### src/rtl/mips_multicycle_controller_if.sv
// +--------------------------------------------------------------------+
// | mips_multicycle_controller_if                                      |
// | Control bundle between the multicycle controller and its datapath. |
// | Rev 1.0                                                            |
// +--------------------------------------------------------------------+
`default_nettype none

interface mips_multicycle_controller_if;
  logic [5:0] opcode;
  logic [5:0] funccode;
  logic       zero;
  logic       mem_ready;
  logic       iord;
  logic       memread;
  logic       memwrite;
  logic       irwrite;
  logic       pcwrite;
  logic [1:0] pcsrc;
  logic       alusrca;
  logic [1:0] alusrcb;
  logic [2:0] aluoperation;
  logic       regwrite;
  logic [1:0] regdst;
  logic [1:0] memtoreg;
  logic       instr_done;
  logic       illegal;

  modport master (
    input  opcode, funccode, zero, mem_ready,
    output iord, memread, memwrite, irwrite, pcwrite, pcsrc, alusrca,
           alusrcb, aluoperation, regwrite, regdst, memtoreg, instr_done,
           illegal
  );

  modport slave (
    output opcode, funccode, zero, mem_ready,
    input  iord, memread, memwrite, irwrite, pcwrite, pcsrc, alusrca,
           alusrcb, aluoperation, regwrite, regdst, memtoreg, instr_done,
           illegal
  );
endinterface

`default_nettype wire

### src/rtl/mips_multicycle_controller.sv
// +--------------------------------------------------------------------+
// | mips_multicycle_controller                                         |
// | Moore FSM sequencing a shared-memory multicycle MIPS datapath.     |
// | Rev 1.0                                                            |
// +--------------------------------------------------------------------+
`default_nettype none

module mips_multicycle_controller (
  input  wire                           clk,
  input  wire                           rst,
  mips_multicycle_controller_if.master  bus
);

  localparam logic [5:0] c_OP_RTYPE = 6'b000000;
  localparam logic [5:0] c_OP_ADDI  = 6'b001000;
  localparam logic [5:0] c_OP_ANDI  = 6'b001100;
  localparam logic [5:0] c_OP_LW    = 6'b100011;
  localparam logic [5:0] c_OP_SW    = 6'b101011;
  localparam logic [5:0] c_OP_BEQ   = 6'b000100;
  localparam logic [5:0] c_OP_BNE   = 6'b000101;
  localparam logic [5:0] c_OP_J     = 6'b000010;
  localparam logic [5:0] c_OP_JR    = 6'b100000;
  localparam logic [5:0] c_OP_JAL   = 6'b000011;

  localparam logic [2:0] c_ALU_AND = 3'b000;
  localparam logic [2:0] c_ALU_OR  = 3'b001;
  localparam logic [2:0] c_ALU_ADD = 3'b010;
  localparam logic [2:0] c_ALU_SUB = 3'b011;
  localparam logic [2:0] c_ALU_SLT = 3'b100;

  typedef enum logic [3:0] {
    S_IDLE, S_FETCH, S_DECODE, S_EXEC_R, S_R_WB, S_EXEC_I, S_I_WB,
    S_MEM_ADDR, S_MEM_RD, S_MEM_WB, S_MEM_WR, S_BRANCH, S_JUMP, S_JR, S_JAL
  } state_t;

  state_t state_q;
  state_t state_d;

  always_ff @(posedge clk) begin
    if (rst) state_q <= S_IDLE;
    else     state_q <= state_d;
  end

  always_comb begin
    state_d          = state_q;
    bus.iord         = 1'b0;
    bus.memread      = 1'b0;
    bus.memwrite     = 1'b0;
    bus.irwrite      = 1'b0;
    bus.pcwrite      = 1'b0;
    bus.pcsrc        = 2'b00;
    bus.alusrca      = 1'b0;
    bus.alusrcb      = 2'b00;
    bus.aluoperation = 3'b000;
    bus.regwrite     = 1'b0;
    bus.regdst       = 2'b00;
    bus.memtoreg     = 2'b00;
    bus.instr_done   = 1'b0;
    bus.illegal      = 1'b0;

    case (state_q)
      S_IDLE: state_d = S_FETCH;

      // PC+4 is written back only on the cycle the instruction word arrives.
      S_FETCH: begin
        bus.memread = 1'b1;
        if (bus.mem_ready) begin
          bus.irwrite      = 1'b1;
          bus.pcwrite      = 1'b1;
          bus.alusrcb      = 2'b01;
          bus.aluoperation = c_ALU_ADD;
          state_d          = S_DECODE;
        end
      end

      S_DECODE: begin
        bus.alusrcb      = 2'b11;
        bus.aluoperation = c_ALU_ADD;
        case (bus.opcode)
          c_OP_RTYPE:          state_d = S_EXEC_R;
          c_OP_ADDI, c_OP_ANDI: state_d = S_EXEC_I;
          c_OP_LW, c_OP_SW:    state_d = S_MEM_ADDR;
          c_OP_BEQ, c_OP_BNE:  state_d = S_BRANCH;
          c_OP_J:              state_d = S_JUMP;
          c_OP_JR:             state_d = S_JR;
          c_OP_JAL:            state_d = S_JAL;
          default: begin
            bus.illegal    = 1'b1;
            bus.instr_done = 1'b1;
            state_d        = S_FETCH;
          end
        endcase
      end

      S_EXEC_R: begin
        bus.alusrca = 1'b1;
        case (bus.funccode)
          6'b100100: bus.aluoperation = c_ALU_AND;
          6'b100101: bus.aluoperation = c_ALU_OR;
          6'b100010: bus.aluoperation = c_ALU_SUB;
          6'b101010: bus.aluoperation = c_ALU_SLT;
          default:   bus.aluoperation = c_ALU_ADD;
        endcase
        state_d = S_R_WB;
      end

      S_R_WB: begin
        bus.regwrite   = 1'b1;
        bus.regdst     = 2'b01;
        bus.instr_done = 1'b1;
        state_d        = S_FETCH;
      end

      S_EXEC_I: begin
        bus.alusrca      = 1'b1;
        bus.alusrcb      = 2'b10;
        bus.aluoperation = (bus.opcode == c_OP_ANDI) ? c_ALU_AND : c_ALU_ADD;
        state_d          = S_I_WB;
      end

      S_I_WB: begin
        bus.regwrite   = 1'b1;
        bus.instr_done = 1'b1;
        state_d        = S_FETCH;
      end

      S_MEM_ADDR: begin
        bus.alusrca      = 1'b1;
        bus.alusrcb      = 2'b10;
        bus.aluoperation = c_ALU_ADD;
        state_d          = (bus.opcode == c_OP_SW) ? S_MEM_WR : S_MEM_RD;
      end

      S_MEM_RD: begin
        bus.iord    = 1'b1;
        bus.memread = 1'b1;
        if (bus.mem_ready) state_d = S_MEM_WB;
      end

      S_MEM_WB: begin
        bus.regwrite   = 1'b1;
        bus.memtoreg   = 2'b01;
        bus.instr_done = 1'b1;
        state_d        = S_FETCH;
      end

      S_MEM_WR: begin
        bus.iord     = 1'b1;
        bus.memwrite = 1'b1;
        if (bus.mem_ready) begin
          bus.instr_done = 1'b1;
          state_d        = S_FETCH;
        end
      end

      S_BRANCH: begin
        bus.alusrca      = 1'b1;
        bus.aluoperation = c_ALU_SUB;
        bus.pcsrc        = 2'b01;
        bus.pcwrite      = (bus.opcode == c_OP_BNE) ? ~bus.zero : bus.zero;
        bus.instr_done   = 1'b1;
        state_d          = S_FETCH;
      end

      S_JUMP: begin
        bus.pcsrc      = 2'b10;
        bus.pcwrite    = 1'b1;
        bus.instr_done = 1'b1;
        state_d        = S_FETCH;
      end

      S_JR: begin
        bus.pcsrc      = 2'b11;
        bus.pcwrite    = 1'b1;
        bus.instr_done = 1'b1;
        state_d        = S_FETCH;
      end

      // PC already holds the return address, so r31 and PC commit together.
      S_JAL: begin
        bus.pcsrc      = 2'b10;
        bus.pcwrite    = 1'b1;
        bus.regwrite   = 1'b1;
        bus.regdst     = 2'b10;
        bus.memtoreg   = 2'b10;
        bus.instr_done = 1'b1;
        state_d        = S_FETCH;
      end

      default: state_d = S_IDLE;
    endcase
  end

endmodule

`default_nettype wire

### src/flat_wrapper.sv
// flat-port wrapper written by rule: the top's interface ports become plain ports
module mips_multicycle_controller_flat 
  (clk, rst, bus_opcode, bus_funccode, bus_zero, bus_mem_ready, bus_iord, bus_memread, bus_memwrite, bus_irwrite, bus_pcwrite, bus_pcsrc, bus_alusrca, bus_alusrcb, bus_aluoperation, bus_regwrite, bus_regdst, bus_memtoreg, bus_instr_done, bus_illegal);
  mips_multicycle_controller_if bus_i ();
  input  wire clk;
  input  wire rst;
  input wire logic [$bits(bus_i.opcode)-1:0] bus_opcode;
  input wire logic [$bits(bus_i.funccode)-1:0] bus_funccode;
  input wire logic [$bits(bus_i.zero)-1:0] bus_zero;
  input wire logic [$bits(bus_i.mem_ready)-1:0] bus_mem_ready;
  output wire logic [$bits(bus_i.iord)-1:0] bus_iord;
  output wire logic [$bits(bus_i.memread)-1:0] bus_memread;
  output wire logic [$bits(bus_i.memwrite)-1:0] bus_memwrite;
  output wire logic [$bits(bus_i.irwrite)-1:0] bus_irwrite;
  output wire logic [$bits(bus_i.pcwrite)-1:0] bus_pcwrite;
  output wire logic [$bits(bus_i.pcsrc)-1:0] bus_pcsrc;
  output wire logic [$bits(bus_i.alusrca)-1:0] bus_alusrca;
  output wire logic [$bits(bus_i.alusrcb)-1:0] bus_alusrcb;
  output wire logic [$bits(bus_i.aluoperation)-1:0] bus_aluoperation;
  output wire logic [$bits(bus_i.regwrite)-1:0] bus_regwrite;
  output wire logic [$bits(bus_i.regdst)-1:0] bus_regdst;
  output wire logic [$bits(bus_i.memtoreg)-1:0] bus_memtoreg;
  output wire logic [$bits(bus_i.instr_done)-1:0] bus_instr_done;
  output wire logic [$bits(bus_i.illegal)-1:0] bus_illegal;
  assign bus_i.opcode = bus_opcode;
  assign bus_i.funccode = bus_funccode;
  assign bus_i.zero = bus_zero;
  assign bus_i.mem_ready = bus_mem_ready;
  assign bus_iord = bus_i.iord;
  assign bus_memread = bus_i.memread;
  assign bus_memwrite = bus_i.memwrite;
  assign bus_irwrite = bus_i.irwrite;
  assign bus_pcwrite = bus_i.pcwrite;
  assign bus_pcsrc = bus_i.pcsrc;
  assign bus_alusrca = bus_i.alusrca;
  assign bus_alusrcb = bus_i.alusrcb;
  assign bus_aluoperation = bus_i.aluoperation;
  assign bus_regwrite = bus_i.regwrite;
  assign bus_regdst = bus_i.regdst;
  assign bus_memtoreg = bus_i.memtoreg;
  assign bus_instr_done = bus_i.instr_done;
  assign bus_illegal = bus_i.illegal;
  mips_multicycle_controller u_core (.clk(clk), .rst(rst), .bus(bus_i));
endmodule
### config.mk
export PLATFORM = sky130hd
export DESIGN_NAME = mips_multicycle_controller_flat
export DESIGN_NICKNAME = d
export VERILOG_FILES = /design/src/rtl/mips_multicycle_controller_if.sv /design/src/rtl/mips_multicycle_controller.sv /design/src/flat_wrapper.sv
export SDC_FILE = /design/constraint.sdc
export NUM_CORES = 1
export LEC_CHECK = 0
export ABC_AREA = 1
export CAP_MARGIN = 20
export CORE_MARGIN = 10
export CORE_UTILIZATION = 45
export CTS_CLUSTER_DIAMETER = 40
export DETAILED_ROUTE_END_ITERATION = 10
export DONT_BUFFER_PORTS = 1
export SYNTH_ARGS = -nofsm -noshare
export SYNTH_HDL_FRONTEND = slang
export SYNTH_SLANG_ARGS = --single-unit
### constraint.sdc
create_clock -name clk -period 1.65 [get_ports clk]
set_input_delay 0.33 -clock clk [delete_from_list [all_inputs] [get_ports clk]]
set_output_delay 0.33 -clock clk [all_outputs]
set_load 0.005 [all_outputs]
==> Implementation_results.wiki <==
{| class="wikitable"
! Metric !! Value
|-
| Number of flip-flops under the largest register name || 4
|-
| Antenna Nets Post-Route || 0
|-
| Post-synthesis instance total || 126
|-
| Worst Hold Depth || 1
|-
| Part of the power in the clock network || 23.0%
|-
| Clock Latency Late Sink || 230 ps
|-
| Final weighted congestion of routability-driven global placement || 0.872
|-
| Buffer and inverter count on the worst path || 1
|-
| Cell with the largest stage delay on the worst path || sky130_fd_sc_hd__dfxtp_4
|-
| Mapped Area || 666 sq um
|-
| Xor-xnor portion of the synthesized cell area || 1.32%
|-
| Hold EP || u_core.state_q[3]
|-
| Simple-gate area share of the yosys netlist || 53.4%
|-
| Class of the tightest hold or removal check || in -> reg
|-
| Tcrit/Tclk final || 98.0%
|-
| GRT Resource Usage Total || 11.8%
|-
| Ratio of cells with drive above 1 in the final layout || 28.8%
|-
| Yosys warns || 0
|-
| Final period demand of the worst path || 1620 ps
|-
| Startpoint type of the worst setup path || flop
|-
| Max H-tree Level || 1
|-
| Row Count || 13
|-
| Count of unresolved DRC violations after routing || 0
|-
| X dimension of the die || 58.5 um
|-
| Internal Pwr Total || 0.283 mW
|-
| Via/cell ratio || 5.37
|-
| Post-synth top area cell || sky130_fd_sc_hd__nand2_1
|-
| Via total after detailed routing || 789
|-
| Count of final max-slew check failures || 0
|-
| Worst slack, placed || 127 ps
|-
| Worst vdd rail ir drop || 386 uV
|-
| Share of synthesized flip-flops with an asynchronous set or reset || 0%
|-
| Setup-failing EPs final || 0
|-
| Synth top area share || 14.1%
|-
| Most used standard cell by instance count after synthesis || sky130_fd_sc_hd__nand2_1
|-
| Layout filler cell count || 144
|-
| Number of enable flip-flop cells after synthesis || 0
|-
| Main combinational cell family by area after synthesis || simple AND/OR/NAND/NOR gates
|-
| Top cell family by delay on the critical path || flip-flops
|-
| Worst-case reg-to-reg path depth || 9
|-
| Post-synthesis mux area share || 0%
|-
| Worst hold path startpoint || rst
|-
| Layout-stage area growth over the synthesis result || 18.6%
|-
| Setup slack after layout || 32.3 ps
|-
| Switch share || 44.3%
|-
| Vias in the first global route || 747
|-
| TritonCTS clock tree || done
|-
| Seq pwr share || 26.9%
|-
| Synthesized Nets || 142
|-
| Starting density of the core || 49.3%
|-
| Slew headroom || 79.9%
|-
| Synthesis-stage register bit count || 4
|-
| Port bufs || 0
|-
| Final hold vios || 0
|-
| Number of violations reported at the end of detailed-routing iteration 0 || 21
|-
| Number of antenna violations at the first check in global routing || 0
|-
| I/O pin cnt || 36
|-
| Clock sink count || 4
|-
| Arrival time at the worst endpoint || 1290 ps
|-
| Total gr overflow || 0
|-
| Avg WL per Cell || 14.4 um
|-
| Compound-Gate Fraction of Synth Area || 16.9%
|-
| Die footprint || 3420 sq um
|-
| Total detailed-routing wirelength || 2110 um
|-
| RSZ-0062 raised after global routing || true
|-
| Part of the Yosys area used for sequential elements || 12.0%
|-
| CTS Buffer Depth || 2
|-
| Buffer type at the clock tree root || sky130_fd_sc_hd__clkbuf_4
|-
| Biggest area contributors in the synthesized netlist || sky130_fd_sc_hd__nand2_1 14%, sky130_fd_sc_hd__dfxtp_1 12%, sky130_fd_sc_hd__inv_1 11%
|-
| Power density over the cells || 643 nW/um^2
|-
| Most frequently used flop master after synthesis || sky130_fd_sc_hd__dfxtp_1
|-
| R2r endpoint || u_core.state_q[1]
|-
| Max incr delay on CP || 360 ps
|-
| Post-synthesis adder-cell area fraction || 0%
|-
| Leakage component of the power || 0.374 nW
|-
| Height of the chip || 58.5 um
|-
| Number of buffers added by the clock tree synthesis step || 3
|-
| Register name with the most flops || u_core.state_q
|-
| First drt pass iteration count || 4
|-
| Filler-free cell count of the finished design || 147
|-
| CP Data Required Time || 1320 ps
|-
| Regs by FF count || u_core.state_q: 4 flops
|-
| Synth top cells by count || 25 x sky130_fd_sc_hd__nand2_1, 20 x sky130_fd_sc_hd__inv_1, 17 x sky130_fd_sc_hd__nor2_1
|-
| Result of the run || finished clean
|-
| Total net switching power || 0.225 mW
|-
| Clock-pin transition on the worst setup and hold timing paths || 40 ps
|-
| Antenna fix cells || 0
|-
| Chain of cells forming the critical path || buf_4, nor2_4, nand2_1, o22ai_1, nor3_2, o21ai_2
|-
| Worst reg2reg path startpoint || u_core.state_q[0]
|-
| Largest net degree at the start of global routing || 7
|-
| Reg2reg setup slack || 360 ps
|-
| Nets || 150
|-
| Wire length of the first global-routing pass || 3330 um
|-
| Count of different cell masters after synthesis || 23
|-
| DP Wirelength || 1750 um
|-
| Core region area || 1350 sq um
|-
| Clock Skew || 0.609 ps
|-
| Slew at the pin with the worst max-slew slack || 301 ps
|-
| Number of gates on the worst path with buffers counted || 6
|-
| Share of total power in combinational logic || 50.1%
|-
| Top fanout value on the critical path || 6
|-
| Kind of end point of the critical path || output port
|-
| Achievable Freq || 618 MHz
|-
| Mapped Avg Cell Area || 5.28 sq um
|-
| Inst Count DP || 143
|-
| Critical path type || reg -> out
|-
| Max-cap violation count || 0
|}
[worst max path at each step]
stage,startpoint,to,slack (ps)
floorplan,bus_funccode[5],bus_aluoperation[2],290
global placement,u_core.state_q[3],bus_pcwrite,180
detailed placement,bus_funccode[5],bus_aluoperation[2],130
CTS,u_core.state_q[0],bus_instr_done,10
global route,u_core.state_q[0],bus_instr_done,-60
finish,u_core.state_q[0],bus_instr_done,30
[placed cells by master, fill, tap and decap left out, drive strengths merged]
master and count:
or2 1, inv 27, o21bai 1, o211ai 1, a21oi 10, nand2 26
nand3 13, dfxtp 4, nand4 4, nor2 25, nor3 4, xor2 1
nor4 1, o22ai 1, clkbuf 3, o21ai 6, buf 4
[per-layer routing]
layer | vias up | wire (um) | track usage, %
li1 | 415 | - | -
met3 | 0 | 172 | 4.08
met1 | 348 | 780 | 12.4
met4 | 0 | 0 | 4.03
met2 | 26 | 1160 | 21.1
met5 | - | 0 | 0
[through the flow]
| step | TNS, ps | cell area [sq um] | total power [mW] | utilization [%] | hold WS [ps] |
|---|---|---|---|---|---|
| 2_1_floorplan | 0 | 666 | 0.306 | - | 399 |
| 3_3_place_gp | 0 | 699 | 0.355 | 51.8 | 401 |
| 3_5_place_dp | 0 | 699 | 0.355 | 51.8 | 403 |
| 4_1_cts | 0 | 732 | 0.485 | 54.2 | 147 |
| 5_1_grt | -131 | 790 | 0.556 | 58.5 | 141 |
| 6_report | 0 | 790 | 0.508 | 58.5 | 156 |
[kinds of logic (layout without fill, tap and decap cells)]
group | Yosys count | count (layout)
XOR/XNOR | 1 | 1
AO/OA/AOI/OAI | 19 | 19
AND/OR/NAND/NOR | 74 | 74
flip-flops | 4 | 4
buffers and inverters | 28 | 34
[power by group through the flow]
stage,combinational [mW],sequential [mW],clock [mW]
after CTS,0.227,0.133,0.125
after global routing,0.285,0.139,0.132
after detailed placement,0.222,0.132,0
after global placement,0.224,0.131,0
after floorplan,0.177,0.130,0
final,0.255,0.137,0.117
[cell type report]
class	instances	area (sq um)	area share (%)
Multi-Input combinational cell	94	524	66.4
Sequential cell	4	90.1	11.4
Timing Repair Buffer	4	30.0	3.80
Tap cell	15	18.8	2.38
Clock buffer	3	22.5	2.85
Inverter	27	104	13.2
[repair_timing]
action                                  in CTS  in global routing
hold buffers                                 0                  0
buffers inserted                             0                  1
pin swaps                                    0                  3
endpoints found under the setup margin       6                  9
gates resized for setup                      5                 15
hold endpoints to repair                     0                  0
No activity file was read; power rests on OpenSTA's default activity.
==> RTL edit (same flow settings) <==
Make the reset (`rst`) asynchronous in one clocked block.
--- a/src/rtl/mips_multicycle_controller.sv
+++ b/src/rtl/mips_multicycle_controller.sv
@@ -38,3 +38,3 @@
 
-  always_ff @(posedge clk) begin
+  always_ff @(posedge clk or posedge rst) begin
     if (rst) state_q <= S_IDLE;
Check against the original RTL: differs if rst is asserted again (counterexample within 4 cycles, from zero or initial values and one cycle with rst high); with rst held inactive, the same outputs for 10 cycles.
==> RTL edit against the original RTL <==
The flow now finishes with violations (negative setup slack). Final cell count is 8.2% higher. Critical path depth is 1 lower. Final area is 9.8% higher. Wire length is 11% higher. Non-clock buffer count is 7 higher. Maximum frequency is 6.7% lower. Utilization is 0.45 points higher. Sequential cell count stayed put. Synthesized cell count is 2.4% higher. Setup slack worse by 0.12 ns. Area after synthesis is 2.6% higher. Die area is 1.7% higher. Highest routed layer unchanged.
Power is not compared: it rests on default switching activity, and its combinational part moved more than twofold at a synthesized area within 25%.
==> RTL edit: results (changes against the original RTL) <==
- The ratio of routed vias to standard cells is 5.421 (+1.0%).
- The placer's final routability congestion estimate was 0.9559 (+9.6%).
- The worst stage delay on the critical path is 0.46 ns (+0.10 ns).
- The arrival time of the worst setup path came to 1.40 ns (+0.11 ns).
- The biggest fanout along the worst timing path is 7 (+1).
- The run finished, with violations left.
- By area the synthesized netlist is led by nand2_1, dfrtp_1, nor2_1.
- The critical path starts at u_core.state_q[3].
- The total cell area at the placement stage came to 718.2 sq um (+2.7%).
- The post-detailed-routing wire length is 2343 um (+11%).
- The number of cells on the worst hold path was 3 (+2).
- The final reports fail on negative setup slack.
- The HPWL after detailed placement is 1826 um (+4.5%).
- In this run the most critical hold path is launched from bus_mem_ready.
- The proportion of register bits with asynchronous set or reset after synthesis is 1.000 (+1.000).
- The setup-violating endpoint count in the final report is 3 (+3).
- The global-route wire length before repair is 3663 um (+9.9%).
- The number of DRC markers in iteration 0 came to 17 (-19%).
- The final setup slack of the worst path was -0.08344 ns (-0.1157 ns).
- The average size of a mapped cell was 5.296 sq um (+0.24%).
- The worst setup skew after layout came to 0.005711 ns (+0.005102 ns).
- The worst hold margin was 0.3057 ns (+0.1499 ns).
- The worst-path cell with the longest stage delay is dfrtp_2.
- The distinct cell type count after synthesis came to 22 (-4.3%).
- The slew at the pin closest to its max-slew limit is 0.3108 ns (+0.01010 ns).
- The cell count of the worst reg-to-reg path was 6 (-3).
- The predominant post-synthesis flop cell is dfrtp_1.
- The aggregate negative setup slack came to -0.1414 ns (-0.1414 ns).
- The area fraction in compound gates after synthesis came to 0.07875 (-0.09042).
-- RTL edit: cell types whose count changed after synthesis, sizes merged, moves of 4 or more --
| cell | change |
|---|---|
| inv | -8 |
| dfrtp | +4 |
| nand2 | +12 |
| nor2 | +8 |
| dfxtp | -4 |
| a21oi | -10 |
-- RTL edit: cell families after synthesis --
| logic type | count (synthesis) |
|---|---|
| AO/OA/AOI/OAI | 9 |
| buffers and inverters | 19 |
| flip-flops | 4 |
| AND/OR/NAND/NOR | 97 |
-- RTL edit: timing repair --
item | in CTS | in global routing
hold endpoints to repair | 4 | 0
hold buffers | 1 | 0
setup endpoints to repair | 8 | 8
setup buffers | 4 | 4
resized for setup | 12 | 8
pin swaps | 5 | 4
-- RTL edit: worst min path at each step --
stage / end
floorplan: u_core.state_q[0]
global placement: u_core.state_q[2]
detailed placement: u_core.state_q[1]
CTS: u_core.state_q[1]
global route: u_core.state_q[1]
finish: u_core.state_q[1]
-- RTL edit: cell type report --
| cell class | count | area [sq um] |
|---|---|---|
| fillers | 147 | 604.3 |
| multi-input cells | 106 | 561.8 |
| flip-flops and latches | 4 | 103.9 |
| repair buffers | 11 | 85.08 |
| inverters | 19 | 73.82 |
| clock buffers | 3 | 22.52 |
| well taps | 16 | 20.02 |
-- RTL edit: per-layer routing --
metal	up-vias	track usage	share of wire
li1	443	-	-
met1	392	0.1481	0.41
met2	27	0.2117	0.50
met4	0	0.02295	0
met5	-	0	0
met3	0	0.05806	0.092
-- RTL edit: power groups by stage --
stage / logic (uW) / registers, uW / clock network [uW]
final: 848 / 221 / 120
after global placement: 682 / 198 / 0
after CTS: 766 / 214 / 126
after detailed placement: 673 / 200 / 0
after global routing: 955 / 229 / 136
after floorplan: 522 / 190 / 0
